$ cat src/rtl/mux_rr_arbiter_pkg.sv
// Shared types and the round-robin search used by the arbiter and its bench.
package mux_rr_arbiter_pkg;

    typedef enum logic {
        IDLE  = 1'b0,
        GRANT = 1'b1
    } state_t;

    localparam int STAT_W = 16;

    // Returns the first requester after last_idx (wrapping); last_idx when none pending.
    function automatic int rr_next(input logic [15:0] req, input int last_idx, input int n);
        int idx;
        int c;
        idx = last_idx;
        for (int k = n; k >= 1; k--) begin
            c = (last_idx + k) % n;
            if (req[c[3:0]]) begin
                idx = c;
            end
        end
        return idx;
    endfunction

endpackage

$ cat src/rtl/mux_rr_pick.sv
// Combinational round-robin picker: next pending requester after last_idx.
module mux_rr_pick
    import mux_rr_arbiter_pkg::*;
#(
    parameter int N = 4
) (
    input  logic [N-1:0]         req,
    input  logic [$clog2(N)-1:0] last_idx,
    output logic [$clog2(N)-1:0] idx,
    output logic                 any
);
    localparam int IW = $clog2(N);

    logic [15:0] req_ext_s;

    // Zero-extend into the fixed width the shared search function takes.
    always_comb begin
        req_ext_s          = 16'h0000;
        req_ext_s[N-1:0]   = req;
        idx                = IW'(rr_next(req_ext_s, int'(last_idx), N));
        any                = |req;
    end

endmodule

$ cat src/rtl/mux_rr_arbiter.sv
// Round-robin burst arbiter sharing one valid/ready channel between N lanes.
// Optional per-lane grant counters enabled by MUX_RR_ARBITER_STATS_EN.
module mux_rr_arbiter
    import mux_rr_arbiter_pkg::*;
#(
    parameter int N         = 4,
    parameter int W         = 8,
    parameter int MAX_BURST = 4
) (
    input  logic                 clk,
    input  logic                 rst_n,
    input  logic [N-1:0]         req_valid,
    input  logic [N*W-1:0]       req_data,
    output logic [N-1:0]         req_ready,
    output logic                 out_valid,
    output logic [W-1:0]         out_data,
    input  logic                 out_ready,
    output logic [N-1:0]         grant,
    output logic [$clog2(N)-1:0] grant_idx
`ifdef MUX_RR_ARBITER_STATS_EN
    ,
    input  logic                 stat_clr,
    output logic [N*STAT_W-1:0]  grant_cnt
`endif
);
    localparam int IW = $clog2(N);
    localparam int BW = (MAX_BURST > 1) ? $clog2(MAX_BURST) : 1;
    localparam logic [BW-1:0] LAST_BEAT = BW'(MAX_BURST - 1);

    state_t          state_q, state_d;
    logic [N-1:0]    grant_q, grant_d;
    logic [IW-1:0]   grant_idx_q, grant_idx_d;
    logic [BW-1:0]   beat_q, beat_d;
    logic [IW-1:0]   pick_idx_s;
    logic            pick_any_s;
    logic            sel_valid_s;
    logic [W-1:0]    sel_data_s;
    logic            xfer_s;

    mux_rr_pick #(.N(N)) u_pick (
        .req      (req_valid),
        .last_idx (grant_idx_q),
        .idx      (pick_idx_s),
        .any      (pick_any_s)
    );

    // Channel mux: the granted lane is wired straight through while in GRANT.
    always_comb begin
        sel_valid_s = req_valid[grant_idx_q];
        sel_data_s  = req_data[grant_idx_q*W +: W];
        req_ready   = {N{1'b0}};
        if (state_q == GRANT) begin
            out_valid              = sel_valid_s;
            out_data               = sel_data_s;
            req_ready[grant_idx_q] = out_ready;
        end else begin
            out_valid = 1'b0;
            out_data  = {W{1'b0}};
        end
        xfer_s = out_valid & out_ready;
    end

    // Next-state logic; a release always passes through IDLE for one bubble cycle.
    always_comb begin
        state_d     = state_q;
        grant_d     = grant_q;
        grant_idx_d = grant_idx_q;
        beat_d      = beat_q;
        case (state_q)
            IDLE: begin
                if (pick_any_s) begin
                    state_d     = GRANT;
                    grant_d     = {{(N-1){1'b0}}, 1'b1} << pick_idx_s;
                    grant_idx_d = pick_idx_s;
                    beat_d      = {BW{1'b0}};
                end else begin
                    grant_d = {N{1'b0}};
                end
            end
            GRANT: begin
                if (!sel_valid_s || (xfer_s && (beat_q == LAST_BEAT))) begin
                    state_d = IDLE;
                    grant_d = {N{1'b0}};
                    beat_d  = {BW{1'b0}};
                end else if (xfer_s) begin
                    beat_d = beat_q + BW'(1'b1);
                end else begin
                    beat_d = beat_q;
                end
            end
            default: begin
                state_d = IDLE;
                grant_d = {N{1'b0}};
                beat_d  = {BW{1'b0}};
            end
        endcase
    end

    // FSM registers; reset index N-1 makes requester 0 the first winner.
    always_ff @(posedge clk or negedge rst_n) begin
        if (!rst_n) begin
            state_q     <= IDLE;
            grant_q     <= {N{1'b0}};
            grant_idx_q <= IW'(N - 1);
            beat_q      <= {BW{1'b0}};
        end else begin
            state_q     <= state_d;
            grant_q     <= grant_d;
            grant_idx_q <= grant_idx_d;
            beat_q      <= beat_d;
        end
    end

    assign grant     = grant_q;
    assign grant_idx = grant_idx_q;

`ifdef MUX_RR_ARBITER_STATS_EN
    logic [N-1:0][STAT_W-1:0] cnt_q, cnt_d;

    // Saturating per-lane grant counters; clear wins over a same-cycle grant.
    always_comb begin
        cnt_d = cnt_q;
        if (stat_clr) begin
            cnt_d = {(N*STAT_W){1'b0}};
        end else if ((state_q == IDLE) && pick_any_s) begin
            if (cnt_q[pick_idx_s] != {STAT_W{1'b1}}) begin
                cnt_d[pick_idx_s] = cnt_q[pick_idx_s] + STAT_W'(1'b1);
            end else begin
                cnt_d[pick_idx_s] = cnt_q[pick_idx_s];
            end
        end else begin
            cnt_d = cnt_q;
        end
    end

    // Counter registers.
    always_ff @(posedge clk or negedge rst_n) begin
        if (!rst_n) begin
            cnt_q <= {(N*STAT_W){1'b0}};
        end else begin
            cnt_q <= cnt_d;
        end
    end

    assign grant_cnt = cnt_q;
`endif

endmodule

$ cat config.mk
export PLATFORM = sky130hd
export DESIGN_NAME = mux_rr_arbiter
export DESIGN_NICKNAME = d
export VERILOG_FILES = /design/src/rtl/mux_rr_arbiter_pkg.sv /design/src/rtl/mux_rr_pick.sv /design/src/rtl/mux_rr_arbiter.sv
export SDC_FILE = /design/constraint.sdc
export NUM_CORES = 1
export LEC_CHECK = 0
export ABC_AREA = 1
export ABC_CLOCK_PERIOD_IN_PS = 1900
export CORE_MARGIN = 2
export CORE_UTILIZATION = 37
export DETAILED_ROUTE_END_ITERATION = 12
export PLACE_DENSITY_LB_ADDON = 0.3
export SLEW_MARGIN = 10
export SYNTH_ARGS = -nofsm -noshare
export SYNTH_HDL_FRONTEND = slang
export SYNTH_HIERARCHICAL = 1
export SYNTH_SLANG_ARGS = --single-unit
$ cat constraint.sdc
create_clock -name clk -period 1.9 [get_ports clk]
set_clock_uncertainty 0.1 [all_clocks]
set_input_delay 0.38 -clock clk [delete_from_list [all_inputs] [get_ports clk]]
set_output_delay 0.38 -clock clk [all_outputs]
set_load 0.005 [all_outputs]
---- After elaboration in Yosys (flattened, before gate mapping) ----
Cells that the tools add are included.
storage, ports and cells
  logic and storage cells ................. 68
  output and inout bits ................... 19
  bits of input ports ..................... 39
  register bits after elaboration ......... 9
cells by class
  eq/ne operators ......................... 4
  reductions and logical operators ........ 11
  magnitude comparators ................... 6
  add/sub/neg operators ................... 5
  multiplexer cells ....................... 29
  shift operators ......................... 2
  bitwise operators ....................... 7
operators by type and width
  operator                                                    number
  indexed part select 32 x 6 -> 8 bit                         1
  less-than comparator 4 x 5 -> 1 bit, second input constant  4
  2-to-1 mux 2 bit                                            7
  binary-select mux 1 bit (select 3 bit)                      4
  2-to-1 mux 4 bit                                            3
  2-to-1 mux 1 bit                                            9
  2-to-1 mux 8 bit                                            1
  one-hot mux 4 bit (2 select lines)                          1
  OR reduction 2 bit                                          4
  adder 2 x 1 -> 2 bit, second input constant                 3
  adder 2 bit, second input constant                          2
  bitwise AND 1 bit, first input constant                     4
  bitwise AND 4 bit                                           1
  one-hot mux 2 bit (2 select lines)                          1
  AND reduction 2 bit                                         2
  OR reduction 4 bit                                          1
  << shifter 1 x 2 -> 4 bit, first input constant             1
  less-than comparator 2 x 3 -> 1 bit, second input constant  1
  inequality test 3 x 1 -> 1 bit, second input constant       1
  binary-select mux 1 bit (select 2 bit)                      1
  demux 1 bit (select 2 bit)                                  1
  equality test 2 bit, second input constant                  1
  >= comparator 2 x 1 -> 1 bit, second input constant         1
  logical AND 1 bit                                           2
  other kinds (7)                                             7

---- Depth between registers and ports, before layout ----
Gate-level depths: netlist (run 1).
  depth in word-level cells ............... 12
  depth in mapped cells ................... 13
  mapped depth without buffers ............ 12

---- Modules after synthesis ----
The synthesis (run 1) kept the hierarchy.
modules (own cells, without submodules)
  module          area each (µm²)  seq. area each (µm²)  times used  cells an instance
  mux_rr_arbiter  740.7            227.7                 1           109
  mux_rr_pick     203.9            0.0                   1           43

---- Least setup slack after synthesis (run 1) ----
OpenSTA, ideal clock, no wires.
  path kind ............................... reg2out
  start point ............................. register grant_idx_q[1] (netlist: grant_idx[1])
  end point ............................... output port out_data[0]
  data required time ...................... 1420 ps
  arrival time ............................ 1246 ps
  path buffers ............................ 2
  stages on the path, launching flop included .. 5
  path slack .............................. 174 ps
  path through ............................ dfstp_2 -> buf_2 -> buf_4 -> nand3_1 -> a41oi_1
between the ends
  cells in the longest elaborated chain, start to end .. 2
ends and longest elaborated chain
  what                                 line                   text
  start, declared                      mux_rr_arbiter.sv:32   logic [IW-1:0] grant_idx_q, grant_idx_d;
  start signal, assigned               mux_rr_arbiter.sv:104  grant_idx_q <= IW'(N - 1);
  start signal, assigned               mux_rr_arbiter.sv:109  grant_idx_q <= grant_idx_d;
  indexed part select 32 x 6 -> 8 bit  mux_rr_arbiter.sv:50   sel_data_s = req_data[grant_idx_q*W +: W];
  2-to-1 mux 8 bit                     mux_rr_arbiter.sv:52   if (state_q == GRANT) begin
  end, declared                        mux_rr_arbiter.sv:16   output logic [W-1:0] out_data,
Every way passes these cells.

---- Worst setup path in the final report (run 1) ----
  start point ............................. input port out_ready
  end point ............................... output port req_ready[2]
between the ends
  cells in the longest elaborated chain, start to end .. 2
ends and longest elaborated chain
  what                         line                  text
  start, declared              mux_rr_arbiter.sv:17  input logic out_ready,
  bitwise AND 4 bit (no line)  n/a
  2-to-1 mux 4 bit             mux_rr_arbiter.sv:52
  end, declared                mux_rr_arbiter.sv:14  output logic [N-1:0] req_ready,
Every way passes these cells.

==> results of run 1 <==
sequential cells by signal, indices dropped and copies added, names as in the netlist:
name and flops:
state_q 1, grant_idx 2, grant 4, beat_q 2
worst max-delay path by stage:
stage | end | cells after the start
after floorplan | out_data[0] | 4
after global routing | req_ready[2] | 4
final | req_ready[2] | 4
after CTS | out_data[6] | 6
after detailed placement | out_valid | 8
after global placement | out_valid | 8
what timing repair did:
item / in CTS / in global routing
pin swaps: 13 / 25
cloned: 1 / 0
hold buffers: 0 / 0
buffers inserted: 15 / 3
resized for setup: 102 / 49
endpoints found under the setup margin: 21 / 20
per-layer routing:
metal  GRT usage  wire (um)  up-vias
met5           0          0        -
met4      0.1333        410        0
met3     0.04645        472       44
met2      0.5100       2559      124
met1      0.3639       2103      737
li1            -          -      689
through the flow:
stage            util  instance area, um^2  cells  total power, mW  hold WS, ns
2_1_floorplan       -                944.7    152            1.376     -0.01559
3_3_place_gp   0.6784                 1665    250            2.154       0.3622
3_5_place_dp   0.6784                 1665    250            2.224       0.3636
4_1_cts        0.7987                 1961    269            2.817       0.3069
5_1_grt        0.8639                 2121    268            3.590       0.3433
6_report       0.8639                 2121    268            3.431       0.2975
kinds of logic (layout without fill, tap and decap cells):
logic type / Yosys count / count (layout) / synth area share
simple gates: 100 / 100 / 0.4914
buf+inv: 26 / 112 / 0.1351
compound gates: 16 / 16 / 0.1192
fa+ha+maj: 1 / 1 / 0.01324
flops: 9 / 9 / 0.2411
cells in the mapped netlist:
cell / number
nand2_2: 9
buf_6: 2
buf_4: 1
dfstp_2: 2
nor2_4: 1
nand4_1: 1
dfrtp_1: 7
inv_1: 13
o211ai_1: 1
a41oi_1: 8
inv_2: 4
a21oi_1: 1
nor2_1: 1
nor3_1: 4
o21ai_1: 3
nand2_1: 43
buf_2: 5
inv_6: 1
o21ai_0: 3
ha_1: 1
nand3_1: 41
final cells by class:
| type | count | area, um^2 | area share |
|---|---|---|---|
| Clock buffer | 4 | 26.28 | 0.01239 |
| Inverter | 18 | 90.09 | 0.04248 |
| Tap cell | 30 | 37.54 | 0.01770 |
| Timing Repair Buffer | 90 | 839.6 | 0.3959 |
| Sequential cell | 9 | 227.7 | 0.1074 |
| Multi-Input combinational cell | 117 | 899.6 | 0.4242 |
power by group:
part / internal [mW] / switching, mW / leakage, nW
combinational: 1.28 / 1.65 / 0.847
clock: 0.0814 / 0.0750 / 0.0150
sequential: 0.280 / 0.0670 / 0.113
==> impl_summary.md, run 1 <==
Drt
The detailed-route vias per instance is between 5 and 6. The count of unresolved DRC violations after routing is 0. The overall routed net length is approximately 5500 um.

The final route contains between 1.5k and 2k vias. The count of nets left with antenna violations once routing finished came out at 0. The number of DRC violations after detailed-routing iteration 0 is 66. The number of optimization iterations in the first detailed-route pass is 4. The routed wirelength normalized by instance count is 20.69 um.

Cells and area
The library cell used most frequently in the layout, excluding fill and tap cells, is clkdlybuf4s50_1. The library cells used most frequently in the layout, excluding fill and tap cells, are 42 x clkdlybuf4s50_1, 29 x nand2_1, 25 x nand3_2. At the end of the flow, the number of nets in the layout was between 200 and 300. The area overhead of the layout relative to synthesis is 124.5%. The filler cells instantiated in the layout total 134. Of the cells placed in the final design, the portion with a size suffix greater than 1 is 0.5252. 0 antenna diodes ended up in the layout.

Logic synthesis
The fraction of synthesized cell area taken by the top area cell type is 0.2172. The synthesized cell area is 944.7 um^2. The mean instance size in the synthesized netlist is between 6 and 7 um^2. Sorting the synthesized cells by area gives the leading types as nand3_1 22%, dfrtp_1 19%, nand2_1 17%, a41oi_1 7.4%, nand2_2 6.0%. The flip-flop and latch count after synthesis is 9. The register area share after synthesis is 0.2411.

The total number of yosys warnings is 6. The most area-hungry cell type in the Yosys netlist is nand3_1. The net count after synthesis is between 150 and 200.

Synthesis produced a netlist whose cell count is ~150. After synthesis, the netlist uses 21 different library cells.

Die
The total area inside the core boundary comes to ~2500 um^2. The top-level port count is just under 60. The floorplan row count is 18. The effective utilization at floorplan is 0.3848. The die is ~55 um wide. The die extent in y is 54.53 um. The die outline area is 2974 um^2.

Setup path
The delay of the slowest critical-path stage is approximately 0.48 ns. The slowest stage of the critical path belongs to the cell clkdlybuf4s50_1. The endpoint class of the critical path is an output port.

The number of cells on the worst reg-to-reg path is 14. The gate family responsible for the most delay along the worst path is buffers and inverters. The classification of the worst setup path is primary input to output port. The data arrival time of the critical path is 1.67 ns. Along the worst path, the maximum fanout reaches 4. The launch point of the worst path is out_ready.

The worst register-to-register path begins at grant_idx[0]$_DFFE_PN1P_. The combined buffer and inverter count along the critical path is 2. Data on the critical path is required at its endpoint by 1.42 ns.

The worst reg-to-reg setup slack is -0.07 ns. The reg-to-reg endpoint is grant[2]$_DFFE_PN0P_. Traced cell by cell, the critical path runs through clkdlybuf4s50_1 -> nand2_1 -> nor3_1 -> dlygate4sd2_1. The worst setup path is launched from a primary input.

Pwr
The worst-case vdd ir drop is between 0.001 and 0.0015 V. The areal power density over the cells is 1618 nW/um^2. The leakage power figure is slightly below 1 nW.

Global routing
The maximum number of pins on one net before global-route repair is 10. The global-route wire length before repair is about 6400 um. Summed over all layers, the global routing overflow is 0. The number of antenna violations at the first check in global routing was 0. For this run, the total global-route usage over all layers was measured as 0.2975. The number of global-route vias before repair was ~1.4k.

Place
Routability-driven placement finished with a final weighted congestion of ~0.87. The HPWL after detailed placement is roughly 2700 um. The worst-case setup slack after placement is -0.3729 ns. The number of port buffers is between 50 and 60.

Clock network
The root buffer selected by CTS is clkbuf_4. The number of levels the H-tree was split into is 1. The CTS buffer count is 3. TritonCTS built the clock tree. Clock tree synthesis found a total of 9 sinks. After clock tree synthesis, the clock-pin slew on the worst setup and hold paths is around 0.060 ns. The clock reaches the later pin of the worst-skew pair after 0.28 ns. The largest buffer count on any clock path is 2.

Timing
The worst pin sits at a relative slew slack of 0.7276. The total setup violations reported at the end of the flow is 17. After routing, the total negative slack on setup checks comes to -1.633 ns. The part of the cycle the worst path needs is 1.132. The hold violation total from the final report was 0. Subtracting the final worst setup slack from the clock period gives approximately 2.2 ns. The number of slew-limit violations in the final report is 0. The setup slack of the critical path after layout is -0.2507 ns. The slew at the pin with the worst max-slew slack is 0.4073 ns. Setup repair after global routing could not meet its margin everywhere.

The highest clock rate is roughly 460 MHz.

Job
The tool flagged a number of max-cap violations equal to 0.

Outcome
The final reports fail on negative setup slack. The run finished, with violations left.

Min path
The path class of the tightest hold or removal check is primary input to asynchronous set/reset pin.
Note: power is estimated with default switching activity, not from simulation.
==> run 2, diff against run 1 <==
Settings changed: CTS_CLUSTER_SIZE set to 14.
==> results of run 2 <==
No change in the layout: final DEF, timing and power equal those of run 1.
==> run 3, diff against run 2 <==
Settings changed: ABC_CLOCK_PERIOD_IN_PS 1900 to 2500, CORE_UTILIZATION 37 to 40.
Clock period 1.9 ns to 2.5 ns, I/O delays scaled along.
==> run 3 against run 2 <==
Net effect: the run now ends clean; clock power down 23%; setup slack better by 0.26 ns; critical path depth up 1; die area down 7.0%; via count down 17%; sequential cell count unchanged; utilization down 11 points; routed wire length down 39%; hold slack better by 0.083 ns; cell count down 7.5%; non-clock buffer count down 18; highest routed layer unchanged; first-iteration DRC count down 52%.
==> impl_summary.md, run 3 (synthesis results as in run 1) <==
Drt
The number of optimization iterations in the first detailed-route pass came to 4 (unchanged). The detailed-route vias per instance is 5.331 (was 5.948). The overall routed net length is 3406 um (was 5546 um). The routed wirelength normalized by instance count was 13.73 um (was 20.69 um). The number of DRC violations after detailed-routing iteration 0 came to 32 (was 66). The residual antenna-violating net count after detailed routing is 0 (unchanged). The via count is 1322 (was 1594). The count of unresolved DRC violations after routing came to 0 (unchanged).

Timing
Setup repair after global routing missed its margin: true (unchanged). The slew at the pin with the worst max-slew slack came to 0.3961 ns (was 0.4073 ns). The number of slew-limit violations in the final report is 0 (unchanged). The highest clock rate is 400.7 MHz.

The worst slew margin relative to its limit is 0.7351 (was 0.7276). The worst path in the final design needs a cycle of roughly 2.5 ns, including I/O delays and setup. The total setup violations reported at the end of the flow came to 0 (was 17). The hold violation total from the final report is 0 (unchanged). The part of the cycle the worst path needs is 0.9982.

Cells and area
Leading cell types in the layout, fill and taps excluded: 52 x clkdlybuf4s50_1, 43 x nand2_1, 41 x nand3_1 (was 42 x clkdlybuf4s50_1, 29 x nand2_1, 25 x nand3_2). The area taken by multi-input logic gates is 596.8 um^2 (was 899.6 um^2). The most common library cell in the layout ignoring fill and taps is clkdlybuf4s50_1 (unchanged).

The number of nets in the final layout is 261 (was 279). The area overhead of the layout relative to synthesis is 76.42% (was 124.5%). The flip-flop count of the largest register, all copies and words added came to 4 (unchanged). The number of antenna repair diodes is 0 (unchanged). The total of fill cells in the finished design is 170 (was 134). The core utilization of the finished layout is 0.7534 (was 0.8639). The fraction of layout cells with a size suffix above 1 is 0.1682 (was 0.5252). The sequential cell area in the final layout is 227.7 um^2 (unchanged).

Die
The effective utilization at floorplan was 0.4270 (was 0.3848). The placeable core region was 2212 um^2 (was 2455 um^2). The top-level port count is 58 (unchanged). The die width was 52.60 um (was 54.53 um). The die extent in y is 52.60 um (was 54.53 um).

The floorplan row count is 17 (was 18). The die outline area came to 2766 um^2 (was 2974 um^2).

Clock network
The largest buffer count on any clock path is 2 (unchanged). The CTS buffer count came to 3 (unchanged). The number of levels the H-tree was split into is 1 (unchanged). The TritonCTS clock tree is done (unchanged).

The clock edge transition at the registers on the reported setup and hold paths came to 0.07 ns (was 0.06 ns). The worst-skew pair later-pin latency is 0.27 ns (was 0.28 ns). The number of sinks handled by clock tree synthesis was 9 (unchanged).

The number of buffers inserted for hold repair after clock tree synthesis came to 0 (unchanged). The root buffer selected by CTS is clkbuf_4 (unchanged).

Outcome
Outcome: finished clean (was complete, but fails checks).

Place
The weighted congestion reported at the end of routability-driven placement is 0.8050 (was 0.8748). The half-perimeter wire length after detailed placement was 2477 um (was 2698 um). The number of port buffers is 57 (unchanged).

Pwr
The internal power came to 0.9016 mW (was 1.643 mW). The total design power is 1.753 mW (was 3.431 mW). The clock share of power is 0.068 (was 0.046). The worst-case vdd ir drop is 0.0007981 V (was 0.001364 V). The areal power density over the cells is 1052 nW/um^2 (was 1618 nW/um^2). The fraction of power consumed by sequential logic was 0.152 (was 0.101). The combinational cell fraction of total power is 0.780 (was 0.853). The fraction of power spent switching nets is 0.4857 (was 0.5213). The switching power came to 0.8513 mW (was 1.789 mW). The leakage power figure is 0.8080 nW (was 0.9750 nW).

Setup path
Ordered list of cells on the worst path: clkinvlp_4 -> buf_4 -> nand3_1 -> a41oi_1 -> clkdlybuf4s50_1 (was clkdlybuf4s50_1 -> nand2_1 -> nor3_1 -> dlygate4sd2_1). The endpoint class of the critical path is an output port (unchanged). The data arrival time of the critical path is 1.90 ns (was 1.67 ns). The highest-delay cell along the critical path is dfstp_2 (was clkdlybuf4s50_1).

The gate family responsible for the most delay along the worst path is buffers and inverters (unchanged). The combined buffer and inverter count along the critical path is 3 (was 2). The worst endpoint required time was 1.90 ns (was 1.42 ns). The delay of the slowest critical-path stage is 0.58 ns (was 0.48 ns). The startpoint class of the critical path is a flip-flop (was primary input). The classification of the worst setup path is flip-flop to output port (was primary input to output port). The biggest fanout along the worst timing path is 8 (was 4).

Global routing
The aggregate global routing overflow came to 0 (unchanged). The maximum number of pins on one net before global-route repair was 22 (was 10). The total track usage is 0.2404 (was 0.2975). The number of antenna violations at the first check in global routing is 0 (unchanged).

The number of global-route vias before repair is 1140 (was 1398). The global-route wire length before repair was 5009 um (was 6382 um).

Job
The number of max-cap violations is 0 (unchanged).

Min path
The class of the tightest hold or removal check is flip-flop to flip-flop (was primary input to asynchronous set/reset pin).
run 3: changes by cell type in the layout (fill, tap and decap cells not counted), sizes merged:
cell           before  now
buf                45   15
clkdlybuf4s50      42   52
dlymetal6s2s        0    4
clkdlybuf4s15       1    0
clkinvlp            0    1
dlygate4sd2         2    1
inv                18   17
run 3: power groups by stage:
stage | clock (mW) | combinational [mW] | sequential, mW
after detailed placement | 0 | 1.24 | 0.279
after floorplan | 0 | 0.779 | 0.267
final | 0.120 | 1.37 | 0.266
after global placement | 0 | 1.19 | 0.278
after CTS | 0.123 | 1.35 | 0.265
after global routing | 0.127 | 1.50 | 0.274
run 3: what timing repair did:
action                     in CTS  in global routing
resized for setup               5                  5
setup buffers                   6                  0
setup endpoints to repair       9                  9
pin swaps                       0                  0
run 3: area by class of cell:
class | instances | area share
tap | 28 | 0.02102
clock buffer | 4 | 0.01577
sequential | 9 | 0.1366
timing repair buffer | 72 | 0.4227
multi-input combinational | 117 | 0.3581
inverter | 18 | 0.04580
run 3: path summary, 6_finish.rpt:
| check | to | slack, ns | from | cells after the start |
|---|---|---|---|---|
| worst max-delay path | out_data[1] | 0.005 | grant_idx[0]$_DFFE_PN1P_ | 5 |
| worst min-delay path | grant[2]$_DFFE_PN0P_ | 0.38 | grant[2]$_DFFE_PN0P_ | 2 |
| worst max register to register | grant[0]$_DFFE_PN0P_ | 0.48 | grant_idx[0]$_DFFE_PN1P_ | 13 |
| worst min register to register | grant[2]$_DFFE_PN0P_ | 0.38 | grant[2]$_DFFE_PN0P_ | 2 |
| max in group asynchronous | grant_idx[0]$_DFFE_PN1P_ | 1.57 | rst_n | 1 |
| min in group asynchronous | grant[2]$_DFFE_PN0P_ | 0.41 | rst_n | 1 |
run 3: worst min-delay path: cells and delay by family, from the launching register on:
family / cells / cell delay (ns)
flops: 1 / 0.35
simple gates: 2 / 0.10
run 3: per-layer routing:
layer	track usage	wire, um	up-vias
met4	0.08547	55	0
met5	0	0	-
met3	0.04571	290	4
met1	0.2809	1383	598
met2	0.4313	1676	64
li1	-	-	656
run 3: metrics by stage:
stage | area (um^2) | setup TNS [ns] | instances | setup slack, ns | hold WS (ns)
2_1_floorplan | 944.7 | 0 | 152 | 0.6543 | 0.1044
3_3_place_gp | 1563 | 0 | 238 | 0.006064 | 0.3626
3_5_place_dp | 1563 | -0.01697 | 238 | -0.01697 | 0.3628
4_1_cts | 1649 | 0 | 248 | 0.02135 | 0.3812
5_1_grt | 1667 | -0.2216 | 248 | -0.07629 | 0.4235
6_report | 1667 | 0 | 248 | 0.004570 | 0.3803
